===== src/rtl/common_pkg.sv =====
// Shared UART transmitter types and constants.
// Latency: none (types and constants only).
// Backpressure: not applicable.
package common;

   typedef enum logic [2:0] {
      PARITY_NONE  = 3'd0,
      PARITY_EVEN  = 3'd1,
      PARITY_ODD   = 3'd2,
      PARITY_MARK  = 3'd3,
      PARITY_SPACE = 3'd4
   } parity_t;

   typedef enum logic {
      STOP_ONE = 1'b0,
      STOP_TWO = 1'b1
   } stop_bits_t;

   typedef enum logic [2:0] {
      ST_IDLE       = 3'd0,
      ST_START      = 3'd1,
      ST_DATA       = 3'd2,
      ST_PARITY     = 3'd3,
      ST_STOP       = 3'd4,
      ST_BREAK      = 3'd5,
      ST_BREAK_MARK = 3'd6
   } uart_tx_state_t;

   localparam logic [3:0] UART_MIN_DATA_BITS = 4'd5;

endpackage


===== src/rtl/uart_tx_frame_baud.sv =====
// Baud divider: tick_o is high for one cycle every divisor_i+1 cycles.
// Latency: first tick divisor_i+1 cycles after restart_i.
// Backpressure: none; free-running, restart_i reloads the count.
module uart_baud_tick #(
   parameter int DIV_W = 24
) (
   input  logic             clk_i,
   input  logic             rst_ni,
   input  logic [DIV_W-1:0] divisor_i,
   input  logic             restart_i,
   output logic             tick_o
);

   logic [DIV_W-1:0] cnt_q;

   // Count down from the load value; terminal count 0 reloads, so the
   // full-scale divisor never needs a wider counter.
   always_ff @(posedge clk_i) begin
      if (!rst_ni) begin
         cnt_q <= '0;
      end else if (restart_i || (cnt_q == '0)) begin
         cnt_q <= divisor_i;
      end else begin
         cnt_q <= cnt_q - DIV_W'(1);
      end
   end

   // Tick must not depend on restart_i: restart is derived from tick in the
   // streaming handshake path.
   assign tick_o = (cnt_q == '0);

endmodule


===== src/rtl/uart_tx_frame.sv =====
// UART transmitter, 5..DATA_W data bits, parity, 1/2 stop, break; optional CTS via UART_TX_CTS_EN.
// Latency: start bit on txd_o from the handshake edge; done_o one cycle after the last stop cycle.
// Backpressure: tx_ready_o only in IDLE or the final stop cycle, with break_i low and CTS clear.
module uart_tx_frame
   import common::*;
#(
   parameter int DATA_W = 8,
   parameter int DIV_W  = 24
) (
   input  logic              clk_i,
   input  logic              rst_ni,
   input  logic [DIV_W-1:0]  divisor_i,
   input  logic [3:0]        data_bits_i,
   input  parity_t           parity_i,
   input  stop_bits_t        stop_bits_i,
   input  logic              break_i,
   input  logic [DATA_W-1:0] tx_data_i,
   input  logic              tx_valid_i,
   output logic              tx_ready_o,
   output logic              txd_o,
   output logic              busy_o,
`ifdef UART_TX_CTS_EN
   input  logic              cts_ni,
`endif
   output logic              done_o
);

   localparam logic [3:0] MAX_BITS = 4'(DATA_W);

   uart_tx_state_t    state_q, state_n;
   logic              txd_q, txd_n;
   logic              done_q, done_n;
   logic [DATA_W-1:0] sh_q, sh_n;
   logic [3:0]        bit_idx_q, bit_idx_n;
   logic              stop_idx_q, stop_idx_n;
   logic              brk_min_q, brk_min_n;
   logic [DIV_W-1:0]  div_q;
   logic [3:0]        nbits_q;
   logic              par_en_q, par_bit_q, two_stop_q;

   logic [3:0]        nbits_c;
   logic [DATA_W-1:0] data_c;
   logic              par_x, par_en_c, par_bit_c;
   logic              cts_clear;
   logic              tick, restart, load_div, load_cfg, last_stop, hs;
   logic [DIV_W-1:0]  div_sel;

`ifdef UART_TX_CTS_EN
   logic [1:0] cts_sync_q;

   // Two-flop synchroniser; resets to "not clear" so nothing leaves before CTS is seen.
   always_ff @(posedge clk_i) begin
      if (!rst_ni) begin
         cts_sync_q <= 2'b11;
      end else begin
         cts_sync_q <= {cts_sync_q[0], cts_ni};
      end
   end

   assign cts_clear = ~cts_sync_q[1];
`else
   assign cts_clear = 1'b1;
`endif

   // Frame configuration as it would be latched this cycle: clamped bit
   // count, payload masked to that count, and the parity bit it implies.
   always_comb begin
      nbits_c = data_bits_i;
      if (data_bits_i < UART_MIN_DATA_BITS) begin
         nbits_c = UART_MIN_DATA_BITS;
      end else if (data_bits_i > MAX_BITS) begin
         nbits_c = MAX_BITS;
      end
      for (int i = 0; i < DATA_W; i++) begin
         data_c[i] = tx_data_i[i] & (4'(i) < nbits_c);
      end
      par_x     = ^data_c;
      par_en_c  = 1'b1;
      par_bit_c = 1'b0;
      case (parity_i)
         PARITY_EVEN:  par_bit_c = par_x;
         PARITY_ODD:   par_bit_c = ~par_x;
         PARITY_MARK:  par_bit_c = 1'b1;
         PARITY_SPACE: par_bit_c = 1'b0;
         default:      par_en_c  = 1'b0;
      endcase
   end

   // A new frame or break reloads the divider from the live divisor; the
   // break release reuses the one latched for the break.
   assign div_sel = load_div ? divisor_i : div_q;

   uart_baud_tick #(.DIV_W(DIV_W)) u_baud (
      .clk_i     (clk_i),
      .rst_ni    (rst_ni),
      .divisor_i (div_sel),
      .restart_i (restart),
      .tick_o    (tick)
   );

   // Next-state, next line level and handshake.
   always_comb begin
      state_n    = state_q;
      txd_n      = txd_q;
      done_n     = 1'b0;
      sh_n       = sh_q;
      bit_idx_n  = bit_idx_q;
      stop_idx_n = stop_idx_q;
      brk_min_n  = brk_min_q;
      restart    = 1'b0;
      load_div   = 1'b0;
      load_cfg   = 1'b0;

      last_stop  = (state_q == ST_STOP) && tick && (stop_idx_q == two_stop_q);
      tx_ready_o = rst_ni && !break_i && cts_clear && ((state_q == ST_IDLE) || last_stop);
      hs         = tx_valid_i && tx_ready_o;

      case (state_q)
         ST_IDLE, ST_STOP: begin
            if (state_q == ST_STOP && tick && !last_stop) begin
               stop_idx_n = 1'b1;
            end
            if (state_q == ST_IDLE || last_stop) begin
               done_n = (state_q == ST_STOP);
               if (break_i) begin
                  state_n   = ST_BREAK;
                  txd_n     = 1'b0;
                  restart   = 1'b1;
                  load_div  = 1'b1;
                  brk_min_n = 1'b0;
               end else if (hs) begin
                  state_n   = ST_START;
                  txd_n     = 1'b0;
                  restart   = 1'b1;
                  load_div  = 1'b1;
                  load_cfg  = 1'b1;
                  sh_n      = data_c;
               end else begin
                  state_n   = ST_IDLE;
                  txd_n     = 1'b1;
               end
            end
         end
         ST_START: begin
            if (tick) begin
               state_n   = ST_DATA;
               txd_n     = sh_q[0];
               sh_n      = sh_q >> 1;
               bit_idx_n = '0;
            end
         end
         ST_DATA: begin
            if (tick) begin
               if (bit_idx_q == (nbits_q - 4'd1)) begin
                  if (par_en_q) begin
                     state_n = ST_PARITY;
                     txd_n   = par_bit_q;
                  end else begin
                     state_n    = ST_STOP;
                     txd_n      = 1'b1;
                     stop_idx_n = 1'b0;
                  end
               end else begin
                  bit_idx_n = bit_idx_q + 4'd1;
                  txd_n     = sh_q[0];
                  sh_n      = sh_q >> 1;
               end
            end
         end
         ST_PARITY: begin
            if (tick) begin
               state_n    = ST_STOP;
               txd_n      = 1'b1;
               stop_idx_n = 1'b0;
            end
         end
         ST_BREAK: begin
            txd_n = 1'b0;
            if (tick) begin
               brk_min_n = 1'b1;
            end
            // Release only once a full bit time of space has gone out.
            if (!break_i && (brk_min_q || tick)) begin
               state_n = ST_BREAK_MARK;
               txd_n   = 1'b1;
               restart = 1'b1;
            end
         end
         ST_BREAK_MARK: begin
            txd_n = 1'b1;
            if (tick) begin
               state_n = ST_IDLE;
            end
         end
         default: begin
            state_n = ST_IDLE;
            txd_n   = 1'b1;
         end
      endcase
   end

   // State, line register and per-frame configuration latch.
   always_ff @(posedge clk_i) begin
      if (!rst_ni) begin
         state_q    <= ST_IDLE;
         txd_q      <= 1'b1;
         done_q     <= 1'b0;
         sh_q       <= '0;
         bit_idx_q  <= '0;
         stop_idx_q <= 1'b0;
         brk_min_q  <= 1'b0;
         div_q      <= '0;
         nbits_q    <= UART_MIN_DATA_BITS;
         par_en_q   <= 1'b0;
         par_bit_q  <= 1'b0;
         two_stop_q <= 1'b0;
      end else begin
         state_q    <= state_n;
         txd_q      <= txd_n;
         done_q     <= done_n;
         sh_q       <= sh_n;
         bit_idx_q  <= bit_idx_n;
         stop_idx_q <= stop_idx_n;
         brk_min_q  <= brk_min_n;
         if (load_div) begin
            div_q <= divisor_i;
         end
         if (load_cfg) begin
            nbits_q    <= nbits_c;
            par_en_q   <= par_en_c;
            par_bit_q  <= par_bit_c;
            two_stop_q <= (stop_bits_i == STOP_TWO);
         end
      end
   end

   assign txd_o  = txd_q;
   assign done_o = done_q;
   assign busy_o = (state_q != ST_IDLE);

endmodule


===== config.mk =====
export PLATFORM = sky130hd
export DESIGN_NAME = uart_tx_frame
export DESIGN_NICKNAME = d
export VERILOG_FILES = /design/src/rtl/common_pkg.sv /design/src/rtl/uart_tx_frame_baud.sv /design/src/rtl/uart_tx_frame.sv
export SDC_FILE = /design/constraint.sdc
export NUM_CORES = 1
export LEC_CHECK = 0
export ABC_CLOCK_PERIOD_IN_PS = 3000
export CAP_MARGIN = 20
export CORE_ASPECT_RATIO = 0.7
export CORE_UTILIZATION = 41
export CTS_CLUSTER_DIAMETER = 200
export DETAILED_ROUTE_END_ITERATION = 6
export PLACE_DENSITY_LB_ADDON = 0.25
export SYNTH_ARGS = -nofsm -noshare
export SYNTH_HDL_FRONTEND = slang
export SYNTH_HIERARCHICAL = 1
export SYNTH_SLANG_ARGS = --single-unit

===== constraint.sdc =====
create_clock -name clk_i -period 3 [get_ports clk_i]
set_input_delay 0.3 -clock clk_i [delete_from_list [all_inputs] [get_ports clk_i]]
set_output_delay 0.3 -clock clk_i [all_outputs]
set_load 0.02 [all_outputs]

==> metrics.txt <==
endpoints failing setup=0; M1 GR Usage=31.8%; Max clock buf depth=2; Worst setup SP type=register; switching share of power=40.1%; Max-cap violations=0; Slew Viols, Final=0; post-place instance area=0.00483 mm²; critical path class=reg2reg; first-pass GRT wire length=17,300 µm; # IOs=48; Avg Vias per Cell=5.70; clock buffer count from CTS=9; Hold WS=0.433 ns; register bit total from synthesis=74; share of layout cells above drive strength 1=13.2%; Post-Syn Area=0.00417 mm²; gr usage total=21.1%; CP Cell Sequence=or4_4 > nor2_4 > and3_1 > nand2_1 > nand2_2 > o211ai_4 > mux2_1 > or4_1 > o221ai_1 > a31oi_1; Unique masters post-synth=71; RSZ-0062 raised after global routing=false; post-synth top area cell=dfxtp_1; CTS tree=done; WL/cell=16.4 µm; number of flops mapped to enable cells by yosys=0; max_slew headroom=41.9%; CP startpoint=u_baud/cnt_q[16]; synth warn=6; vias in the first global route=3,424; postcts setup bufs=0; GR peak layer=met1; # nets final=565; pre-CTS setup slack=0.0648 ns; fin crit share=95.4%; hold buffer count at CTS=0; Buf/Inv on CP=0; final WL=10,600 µm; FP Rows=30; Pwr Density=1030 mW/mm²; largest net degree at the start of global routing=85; Layout area overhead=24.9%; post-route setup slack=0.138 ns; Synth area leaders=dfxtp_1 (36%), mux2_1 (5.1%), mux2i_1 (4.3%); Worst EP required=3.21 ns; met3 Use GR=5.13%; H-Tree Depth=3; Slew @ Worst Pin=0.863 ns; non-filler instance count after layout=650; Clock Pin Slew Worst Setup and Hold Paths=0.06 ns; worst hold stages=4; minimum clock period=2.86 ns; outcome=finished, final reports clean; internal power=0.00320 W; reg2reg path depth=10; initial antenna violation count=0; n_diodes=0; register area share after synthesis=35.5%; die area=0.0106 mm²; Post-DRT Antenna Nets=0; worst r2r src=u_baud/cnt_q[16]; fillers=889; Hold Path End=two_stop_q; maximum vdd drop=450 µV; Logic pwr share=48.4%; Reg power frac=28.8%; Top FF cell, synth=dfxtp_1; Arr. time, crit path=3.07 ns; Avg Cell Area, Syn=8.93 µm²; clock share of power=22.8%; Clock Skew=0.00574 ns; Final Cell Area=0.00521 mm²; die span in x=123 µm; final hold viol count=0; reg2reg setup slack=0.14 ns; first drt pass iteration count=5; dpl cells=634; top-area cell type share of the netlist area=35.5%; Hold Path Class=in2reg; CP max FO=9; GP Congestion=0.886; syn nets=515; Psw=0.00214 W; Lkg Pwr=1.96 nW; Synth async-reset ratio=0%; Root Buffer=clkbuf_16; clk_lat worst skew=0.34 ns; CTS sink cnt=74; Die H=86.4 µm; Max stage delay on crit path=0.55 ns; Peak Freq=0.349 GHz; Core ar.=0.00980 mm²; CP top delay family=simple AND/OR/NAND/NOR gates; M2 GR Usage=28.5%; Starting DRT DRC Count=277; hold path start=rst_ni; HPWL Detailed=7500 µm; reg2reg end=u_baud/cnt_q[19]; GRT overflow=0; cell count after synthesis=467; port bufs=47; Initial Utilization=42.6%; Worst Setup End Kind=register; Post-route DRC=0; slowest library cell on the worst path=or4_4; setup TNS=0 ns; via count=3,703
registers in the layout (all words and copies together), names as in the netlist, 3 cells and up:
register      cells
div_q            24
u_baud/cnt_q     24
sh_q              8
bit_idx_q         4
nbits_q           4
state_q           3
area by class of cell:
type | instances | area [µm²] | share of cell area [%]
multi-input cells | 349 | 2530 | 48.6
flip-flops and latches | 74 | 1480 | 28.4
clock buffers | 13 | 270 | 5.19
inverters | 11 | 41.3 | 0.793
clock inverters | 3 | 68.8 | 1.32
repair buffers | 72 | 656 | 12.6
well taps | 128 | 160 | 3.07
through the flow:
stage	power [W]	utilization, %
final	0.00534	53.2
after CTS	0.00526	52.8
after floorplan	0.00328	-
after global routing	0.00568	53.2
after detailed placement	0.00401	49.3
after global placement	0.00395	49.3
layer usage:
metal  share of wire, %  vias to the layer above
li1                   -                     1821
met1                 53                     1768
met2                 41                      103
met3                5.4                       11
met4                1.2                        0
met5                  0                        -
cells by family after synthesis:
kind of cell	Yosys count	share of synthesized area, %
XOR/XNOR	24	5.40
buffers and inverters	44	4.71
AND/OR/NAND/NOR	178	24.4
flip-flops	74	35.5
AO/OA/AOI/OAI	100	17.7
adder cells (fa/ha/maj)	4	1.20
multiplexers	43	11.1
placed cells by master (no fill, tap or decap), types with 6 or more instances in the layout:
cell type        Yosys  layout
a21oi_1              8       8
a31oi_1             10      10
and2_1              25      25
buf_4                4      24
clkbuf_16            0       9
clkdlybuf4s50_1      0      45
dfxtp_1             74      74
inv_1               10      10
mux2_1              19      18
mux2_2               6       7
mux2i_1             18      18
nand2_1             34      34
nand2b_1             7       7
nand3_1             19      19
nor2_1              21      20
nor3_1              14      14
nor4_1               9       8
o21ai_0             20      20
o221ai_1             7       6
o31ai_1             12      11
or4_1                9       9
xnor2_1             13      13
xor2_1              10      10
what timing repair did:
item,4_1_cts,5_1_grt
endpoints found under the setup margin,1,9
gates resized for setup,1,8
pin swaps,0,0
cloned,0,0
tightest hold or removal path, delay by kind of cell:
family / cells / cell delay (ns)
and+or+nand+nor: 1 / 0.10
buffers and inverters: 3 / 0.33
worst max path at each step:
stage / end / cells after the start
detailed placement: u_baud/cnt_q[17] / 10
finish: u_baud/cnt_q[19] / 10
global route: u_baud/cnt_q[17] / 10
floorplan: u_baud/cnt_q[17] / 13
global placement: u_baud/cnt_q[19] / 10
CTS: u_baud/cnt_q[17] / 10
synth_stat cells, types with 10 or more instances:
cell / count
a31oi_1: 10
and2_1: 25
clkbuf_1: 21
dfxtp_1: 74
inv_1: 10
mux2_1: 19
mux2i_1: 18
nand2_1: 34
nand3_1: 19
nor2_1: 21
nor3_1: 14
o21ai_0: 20
o31ai_1: 12
xnor2_1: 13
xor2_1: 10
power groups by stage:
stage	clock (W)	combinational [W]	sequential [W]
2_1_floorplan	0	0.00185	0.00143
4_1_cts	0.00124	0.00250	0.00152
3_3_place_gp	0	0.00243	0.00152
6_report	0.00122	0.00258	0.00154
5_1_grt	0.00128	0.00282	0.00158
3_5_place_dp	0	0.00248	0.00153
Power figures use the tool's default switching activity.
